`config.mk`:
```
export PLATFORM = sky130hd
export DESIGN_NAME = enc_scheduler
export DESIGN_NICKNAME = d
export VERILOG_FILES = /design/src/rtl/enc_sched_pkg.sv /design/src/rtl/enc_lfsr.sv /design/src/rtl/enc_scheduler.sv
export SDC_FILE = /design/constraint.sdc
export NUM_CORES = 1
export LEC_CHECK = 0
export BUFFER_PORTS_ARGS = -buffer_cell sky130_fd_sc_hd__buf_2
export CORE_ASPECT_RATIO = 0.75
export CORE_MARGIN = 1
export CORE_UTILIZATION = 30
export DETAILED_ROUTE_END_ITERATION = 8
export PLACE_DENSITY = 0.4
export SYNTH_ARGS = -nofsm -noshare
export SYNTH_HDL_FRONTEND = slang
export SYNTH_HIERARCHICAL = 1
export SYNTH_SLANG_ARGS = --single-unit
```
`constraint.sdc`:
```
create_clock -name clock -period 14.9 [get_ports clock]
set_clock_uncertainty 0.2 [all_clocks]
set_input_delay 1.49 -clock clock [delete_from_list [all_inputs] [get_ports clock]]
set_output_delay 1.49 -clock clock [all_outputs]
set_load 0.01 [all_outputs]
```
`src/rtl/enc_sched_pkg.sv`:
```
// enc_sched_pkg: shared types and constants for the encounter scheduler.
//   sched_state_t     scheduler FSM state (IDLE, WAIT)
//   DEF_*             default tick constants for the scheduler parameters
//   lfsr_taps(width)  Fibonacci LFSR feedback tap mask for a given width
//                     (bit i set means register bit i feeds the XOR)
package enc_sched_pkg;

    typedef enum logic {
        IDLE = 1'b0,
        WAIT = 1'b1
    } sched_state_t;

    localparam int DEF_BASE_TICKS = 100000000;
    localparam int DEF_STEP_TICKS = 60000000;
    localparam int DEF_SPD_TICKS  = 5000000;
    localparam int DEF_MIN_TICKS  = 20000000;

    // Maximal-length tap sets. Widths outside the table fall back to the
    // two top bits, which shifts but is not guaranteed maximal length.
    function automatic logic [31:0] lfsr_taps(input int width);
        case (width)
            4:       lfsr_taps = 32'h0000_000C;
            5:       lfsr_taps = 32'h0000_0014;
            6:       lfsr_taps = 32'h0000_0030;
            7:       lfsr_taps = 32'h0000_0060;
            8:       lfsr_taps = 32'h0000_00B8;
            9:       lfsr_taps = 32'h0000_0110;
            10:      lfsr_taps = 32'h0000_0240;
            11:      lfsr_taps = 32'h0000_0500;
            12:      lfsr_taps = 32'h0000_0E08;
            13:      lfsr_taps = 32'h0000_1C80;
            14:      lfsr_taps = 32'h0000_3802;
            15:      lfsr_taps = 32'h0000_6000;
            16:      lfsr_taps = 32'h0000_B400;
            17:      lfsr_taps = 32'h0001_2000;
            18:      lfsr_taps = 32'h0002_0400;
            19:      lfsr_taps = 32'h0007_2000;
            20:      lfsr_taps = 32'h0009_0000;
            24:      lfsr_taps = 32'h00E1_0000;
            32:      lfsr_taps = 32'hA300_0000;
            default: lfsr_taps = (32'd1 << (width - 1)) | (32'd1 << (width - 2));
        endcase
    endfunction

endpackage

```
`src/rtl/enc_lfsr.sv`:
```
// enc_lfsr: free-running Fibonacci LFSR, shifts left on every clock.
// Parameters: LFSR_W (4..32), SEED (reset value; an all-zero seed is
// replaced by 1 so the register cannot lock up).
// Ports:
//   clock  in   system clock
//   reset  in   synchronous active-high reset, reloads the seed
//   q      out  current LFSR contents
module enc_lfsr
    import enc_sched_pkg::*;
#(
    parameter int                LFSR_W = 16,
    parameter logic [LFSR_W-1:0] SEED   = LFSR_W'(16'hACE1)
) (
    input  logic              clock,
    input  logic              reset,
    output logic [LFSR_W-1:0] q
);

    localparam logic [31:0]       TAPS     = lfsr_taps(LFSR_W);
    localparam logic [LFSR_W-1:0] TAP_MASK = TAPS[LFSR_W-1:0];
    localparam logic [LFSR_W-1:0] SEED_NZ  = (SEED == '0) ? LFSR_W'(1) : SEED;

    logic feedback;

    assign feedback = ^(q & TAP_MASK);

    always_ff @(posedge clock) begin
        if (reset) begin
            q <= SEED_NZ;
        end else begin
            q <= {q[LFSR_W-2:0], feedback};
        end
    end

endmodule

```
`src/rtl/enc_scheduler.sv`:
```
// enc_scheduler: issues a one-hot "spawn encounter" lane select at
// pseudo-random intervals drawn from an internal LFSR.
// Parameters: NUM_CH lanes, CNT_W counter width, BASE/STEP/SPD/MIN_TICKS
// interval shaping, SPD_W speed width, LFSR_W/SEED for the random source.
// Ports:
//   clock    in          system clock
//   reset    in          synchronous active-high reset
//   enable   in          1 = run, 0 = pause (counter and outputs frozen)
//   mode     in          0 = round-robin lanes, 1 = random lanes
//   speed    in  SPD_W   difficulty level, shortens the interval
//   enc_out  out NUM_CH  one-hot lane of the latest issue, held until the next
//   enc_stb  out         one-cycle pulse on every issue
// Optional build macro: ENC_SCHED_NO_REPEAT_EN -- in random mode a lane that
// equals the previous issue's lane is bumped to the next lane.
//
// Handshake: enc_stb is a fire-and-forget strobe with no ready/back-pressure;
// the consumer must take enc_out on every cycle enc_stb is high.
module enc_scheduler
    import enc_sched_pkg::*;
#(
    parameter int                NUM_CH     = 3,
    parameter int                CNT_W      = 31,
    parameter int                BASE_TICKS = DEF_BASE_TICKS,
    parameter int                STEP_TICKS = DEF_STEP_TICKS,
    parameter int                SPD_W      = 4,
    parameter int                SPD_TICKS  = DEF_SPD_TICKS,
    parameter int                MIN_TICKS  = DEF_MIN_TICKS,
    parameter int                LFSR_W     = 16,
    parameter logic [LFSR_W-1:0] SEED       = LFSR_W'(16'hACE1)
) (
    input  logic              clock,
    input  logic              reset,
    input  logic              enable,
    input  logic              mode,
    input  logic [SPD_W-1:0]  speed,
    output logic [NUM_CH-1:0] enc_out,
    output logic              enc_stb
);

    localparam int SEL_W = $clog2(NUM_CH);
    // Wide enough that the speed reduction can drive the sum negative
    // without wrapping, so the floor comparison stays honest.
    localparam int RAW_W = CNT_W + SPD_W + 2;

    typedef logic signed [RAW_W-1:0] raw_t;

    localparam raw_t BASE_S = raw_t'(BASE_TICKS);
    localparam raw_t STEP_S = raw_t'(STEP_TICKS);
    localparam raw_t SPD_S  = raw_t'(SPD_TICKS);
    localparam raw_t MIN_S  = raw_t'(MIN_TICKS);

    if (NUM_CH < 2) begin : g_chk_ch
        $error("enc_scheduler: NUM_CH must be at least 2");
    end
    if (LFSR_W < 4 || LFSR_W > 32) begin : g_chk_lfsr
        $error("enc_scheduler: LFSR_W must be within 4..32");
    end
    if ((64'(BASE_TICKS) + 64'(3) * 64'(STEP_TICKS)) >= (64'(1) << CNT_W)) begin : g_chk_cnt
        $error("enc_scheduler: BASE_TICKS + 3*STEP_TICKS does not fit in CNT_W bits");
    end

    function automatic logic [SEL_W-1:0] wrap_inc(input logic [SEL_W-1:0] v);
        return (v == SEL_W'(NUM_CH - 1)) ? '0 : v + 1'b1;
    endfunction

    sched_state_t      state;
    logic [CNT_W-1:0]  cnt;
    logic [SEL_W-1:0]  rr;
`ifdef ENC_SCHED_NO_REPEAT_EN
    logic [SEL_W-1:0]  last;
    logic              issued;   // at least one issue since reset
`endif

    logic [LFSR_W-1:0] lfsr_q;
    logic [1:0]        r_unit;
    raw_t              raw;
    logic [CNT_W-1:0]  interval;
    logic [SEL_W-1:0]  sel_rand;
    logic [SEL_W-1:0]  sel;
    logic [SEL_W-1:0]  sel_next;
    logic              issue;

    enc_lfsr #(
        .LFSR_W (LFSR_W),
        .SEED   (SEED)
    ) u_lfsr (
        .clock  (clock),
        .reset  (reset),
        .q      (lfsr_q)
    );

    always_comb begin
        r_unit   = lfsr_q[1:0];
        raw      = BASE_S + STEP_S * raw_t'(r_unit) - SPD_S * raw_t'(speed);
        interval = (raw < MIN_S) ? CNT_W'(MIN_TICKS) : raw[CNT_W-1:0];

        sel_rand = SEL_W'(32'(lfsr_q[LFSR_W-1:2]) % 32'(NUM_CH));
        sel      = rr;
        if (mode) begin
            sel = sel_rand;
`ifdef ENC_SCHED_NO_REPEAT_EN
            if (issued && (sel_rand == last)) begin
                sel = wrap_inc(sel_rand);
            end
`endif
        end
        sel_next = wrap_inc(sel);

        // IDLE issues on the first enabled edge; WAIT issues once the
        // countdown has reached zero. A paused edge never issues.
        issue = enable && ((state == IDLE) || (cnt == '0));
    end

    always_ff @(posedge clock) begin
        if (reset) begin
            state   <= IDLE;
            cnt     <= '0;
            rr      <= '0;
            enc_out <= '0;
            enc_stb <= 1'b0;
`ifdef ENC_SCHED_NO_REPEAT_EN
            last    <= '0;
            issued  <= 1'b0;
`endif
        end else begin
            enc_stb <= 1'b0;
            if (issue) begin
                state   <= WAIT;
                enc_out <= NUM_CH'(1) << sel;
                enc_stb <= 1'b1;
                cnt     <= interval;
                rr      <= sel_next;
`ifdef ENC_SCHED_NO_REPEAT_EN
                last    <= sel;
                issued  <= 1'b1;
`endif
            end else if (enable && (state == WAIT)) begin
                cnt <= cnt - 1'b1;
            end
        end
    end

endmodule

```
# Word level (Yosys, flattened, before mapping)
# Cells that the tools add are included.
[op_classes]
n_mul = 2
muxes = 6
shifts = 1
magnitude_cmp = 1
bitwise = 1
reduce_logical = 6
n_eq_ne = 1
n_div = 1
addsub = 4
[ops]
columns = ["operator", "count"]
rows = [
  ["$mux 31", 3],
  ["$mod 14x2->32 const B", 1],
  ["$logic_not 31->1", 1],
  ["$sub 31x1->31 const B", 1],
  ["$lt 30x26->1 const B", 1],
  ["$sub 29x27->30", 1],
  ["$add 27x28->29 const A", 1],
  ["$mul 17x4->21 const A", 1],
  ["$mul 18x2->20 const A", 1],
  ["$reduce_xor 16->1", 1],
  ["$mux 2", 2],
  ["$shl 1x2->3 const A", 1],
  ["$add 2x1->2 const B", 1],
  ["$eq 2x2->1 const B", 1],
  ["$logic_and 1x1->1", 2],
  ["$reduce_bool 2->1", 1],
  ["$logic_or 1x1->1", 1],
  ["$mux 1", 1],
  ["$not 1->1", 1],
]
[totals]
output_inout_bits = 4
register_bits = 54
in_bits = 8
wordCells = 29

# Depth between registers and ports, before layout
[logic_depth]
ltp_word = 6
mapped_depth = 34
depth_no_buf = 34

# Cells and area by module
# Netlist, hierarchy kept.
[by_module_without_submodules]
columns = ["mod", "seq_area_each_um2", "area_each_um2", "instances", "cells_per_inst"]
rows = [
  ["enc_scheduler", 720.7, 6258.5, 1, 857],
  ["enc_lfsr", 320.3, 454.2, 1, 36],
]

# Least setup slack after synthesis
# No wires, ideal clock.
[synth_timing]
path_kind = "in2reg"
startpoint = "input speed[2]"
endpoint = "register cnt[17]"
path_stages = 30
path_buffers = 1
t_arrival_ns = 7.209
required_ns = 14.614
path_slack_ns = 7.405
setup_ns = 0.086
path_cell_list = "inv_1 ha_1 fa_1 inv_1 ha_1 a21oi_1 o21bai_1 a21oi_1 o21bai_1 a21oi_1 nor2b_1 nand2_1 xnor2_1 ha_1 inv_1 ha_1 or2_2 a21oi_1 a31oi_1 a21o_1 a31oi_1 o21ai_0 xnor2_1 or4_1 nor3_1 ha_1 nor2_1 clkbuf_1 a22oi_1 a211oi_1"
[synth_via]
elab_chain_len = 5
[synth_rtl]
columns = ["item", "line_no", "rtl"]
rows = [
  ["from (decl)", "enc_scheduler.sv:35", "input logic [SPD_W-1:0] speed,"],
  ["$mul 17x4->21 (*)", "enc_scheduler.sv:94", "raw = BASE_S + STEP_S * raw_t'(r_unit) - SPD_S * raw_t'(speed);"],
  ["$sub 29x27->30 (*)", "enc_scheduler.sv:94", ""],
  ["$lt 30x26->1", "enc_scheduler.sv:95", "interval = (raw < MIN_S) ? CNT_W'(MIN_TICKS) : raw[CNT_W-1:0];"],
  ["$mux 31 (*)", "enc_scheduler.sv:95", ""],
  ["$mux 31 (*)", "enc_scheduler.sv:127", "if (issue) begin"],
  ["to (signal assigned)", "enc_scheduler.sv:131", "cnt <= interval;"],
  ["to (signal assigned)", "enc_scheduler.sv:138", "cnt <= cnt - 1'b1;"],
  ["to (decl)", "enc_scheduler.sv:67", "logic [CNT_W-1:0] cnt;"],
]
# Mark *: on every way between the ends. The rest lies on a longest branch, timed or not.
# A chain may end at the register's enable or synchronous reset.

# Worst setup path in the final report
[layout_timing]
startpoint = "input speed[2]"
endpoint = "register cnt[22]"
# Same word-level chain as after synthesis.

==> impl_metrics.ini <==
[critical_path]
crit_start = speed[2]
slowest_stage = nor2_1
reg2reg_from = u_lfsr/q[15]
crit_arrival_ps = 8390
crit_fanout = 13
startpoint_type = primary input
required_ps = 14940
endpoint = cnt[22]
slowest_delay_ps = 740
worstRegToRegCells = 24
worstSetupPathType = primary input to register
r2r_end = enc_out[1]
end_kind = register
r2r_setup_slack_ps = 6910
cp_common_cell = ha_1

[synthesis]
synth_top_area_frac = 0.1551
netlist_top_cells_count = 74 x nor2_1, 73 x nand2_1, 70 x ha_1
avgSynthCellArea_um2 = 7.517
yosysTopAreaCell = dfxtp_1
yosysUniqueCellTypes = 106
synth_nets = 973
ys.flop_type = dfxtp_1
synth.most_common_cell = nor2_1
syn_inst = 893
ys_ff_latch = 52
synth_async_sr_flop_share = 0
ys_warn_count = 6
ys_seq_area_frac = 0.1551
synth_edf_count = 0
yosys-top-cells-area = dfxtp_1 16%, ha_1 13%, xnor2_1 4.6%
synth_area_um2 = 6713

[clock_network]
postCtsHoldBufs = 0
cts_tree = done
insertion_delay_ps = 300
clockBufferDepth = 2
numClockSinks = 52
htreeDepth = 2
cts_setup_buffers = 0
clk_pin_slew_ps = 80
cts_buffers = 5
cts_resized = 0
root_buffer = clkbuf_16

[layout]
post-route-util = 0.3310
num_antenna_cells = 0
drive_gt1_frac = 0.08486
syn2layout_area_growth_pct = 6.132
finalNetCount = 951
stdcell_count = 1160

[timing]
tns_ps = 0
slew_viol_final = 0
post-route-period-util = 0.5605
setup_viol_count_final = 0
hold_ws_ps = 267.5
hold_viol_final = 0
rsz0062_at_grt = false
period_needed_ps = 8351
max_clock_freq_mhz = 119.7
max-slew-margin-rel = 0.3428
setup_ws_ps = 6549
worstMarginPinSlew_ps = 985.7

[floorplanning]
coreArea_um2 = 21530
initial_core_util = 0.3118
die_y_um = 131.5
die_x_um = 174.7
io_pins = 12
rows = 46
die-area_um2 = 22980

[hold_path]
min_path_type = register to register

[pwr]
p_per_area_nw_per_um2 = 123.7
irDropWorstVdd_v = 0.00004776
power_leakage_nw = 2.939

[drt]
wirelength_um = 19610
avgViaCountPerCell = 5.549
drt_iter0_drc = 528
vias = 6437
drt.antenna.violating_nets = 0
dr.pass1.iters = 5
route.detailed.drc = 0
wire_per_inst_um = 16.91

[global_routing]
overflow = 0
grt_use_total = 0.1711
grt_start_max_net_pins = 58
grt_pass1_vias = 5956
antenna_found_initial = 0
grt_pass1_wl_um = 32400

[place]
gp_congestion = 0.8172
pre_cts_ws_ps = 6239
hpwl_um = 14760
place_inst = 1152
io_buffer_count = 11

[run]
maxCapViolCount = 0

[status]
status = complete, no violations
-- how the worst min path moves through the flow --
stage | startpoint | end | depth (start not counted)
final | enc_out[2] | enc_out[2] | 2
after global routing | enc_out[2] | enc_out[2] | 2
after CTS | enc_out[2] | enc_out[2] | 2
after detailed placement | enc_out[2] | enc_out[2] | 2
after global placement | enc_out[2] | enc_out[2] | 2
after floorplan | u_lfsr/q[5] | u_lfsr/q[6] | 1
-- power breakdown --
part           internal [mW]  total, mW  switching (mW)
sequential             0.159      0.185          0.0263
clock                 0.0802      0.138          0.0573
combinational          0.224      0.559           0.335
-- critical path, delay by kind of cell --
| family | cells | cell delay [ps] |
|---|---|---|
| compound gates | 13 | 2310 |
| fa+ha+maj | 6 | 2100 |
| simple gates | 6 | 1800 |
| buf+inv | 4 | 400 |
| xor+xnor | 2 | 290 |
-- cell usage in the layout, fill, tap and decap left out, types with 7 or more instances in the layout --
master	synthesis	layout
a21o_1	8	8
nand3_1	16	16
o21bai_1	7	7
ha_1	70	70
nor2_1	74	74
nand2_1	73	73
nor4_1	17	17
nor3_1	33	33
o21a_1	7	7
dfxtp_1	52	52
buf_4	7	7
o211ai_1	7	7
and3_1	8	8
a211oi_1	14	14
or2_1	8	8
a21oi_1	45	45
nand4_1	7	7
nor2b_1	17	17
inv_1	68	68
xnor2_1	35	35
or4_1	9	9
a31oi_1	21	21
nand2b_1	9	9
o21ai_0	55	54
or3_1	7	7
xor2_1	20	20
buf_2	5	11
mux2i_1	8	8
a22oi_1	10	10
-- metrics by stage --
stage,total power [mW],instance area [µm²]
2_1_floorplan,0.6122,6713
3_3_place_gp,0.7402,6957
3_5_place_dp,0.7430,6957
4_1_cts,0.8866,7124
5_1_grt,0.9668,7124
6_report,0.8814,7124
-- registers in the layout (all words and copies together) (netlist names) --
| signal | flops |
|---|---|
| enc_stb | 1 |
| state | 1 |
| cnt | 31 |
| enc_out | 2 |
| rr | 1 |
| u_lfsr/q | 16 |
-- cell type report --
class | instances | area, µm²
clock buffer | 6 | 128.9
clock inverter | 2 | 38.79
fill | 2341 | 14400
inverter | 69 | 259.0
multi-input combinational | 725 | 5189
sequential | 52 | 1041
tap | 288 | 360.3
timing repair buffer | 18 | 107.6
-- metal layers --
layer  up-vias  GRT usage  wire length [µm]
met4         0    0.01739                77
met1      3058     0.2773             10940
met3         9    0.02141               861
li1       3246          -                 -
met5         -          0                 0
met2       124     0.2390              7738
-- cells by family after synthesis --
| family | synth area share |
|---|---|
| compound gates | 0.2884 |
| xor+xnor | 0.07176 |
| mux | 0.02423 |
| flops | 0.1551 |
| buf+inv | 0.07195 |
| simple gates | 0.2522 |
| fa+ha+maj | 0.1364 |
No activity file was read; power rests on OpenSTA's default activity.
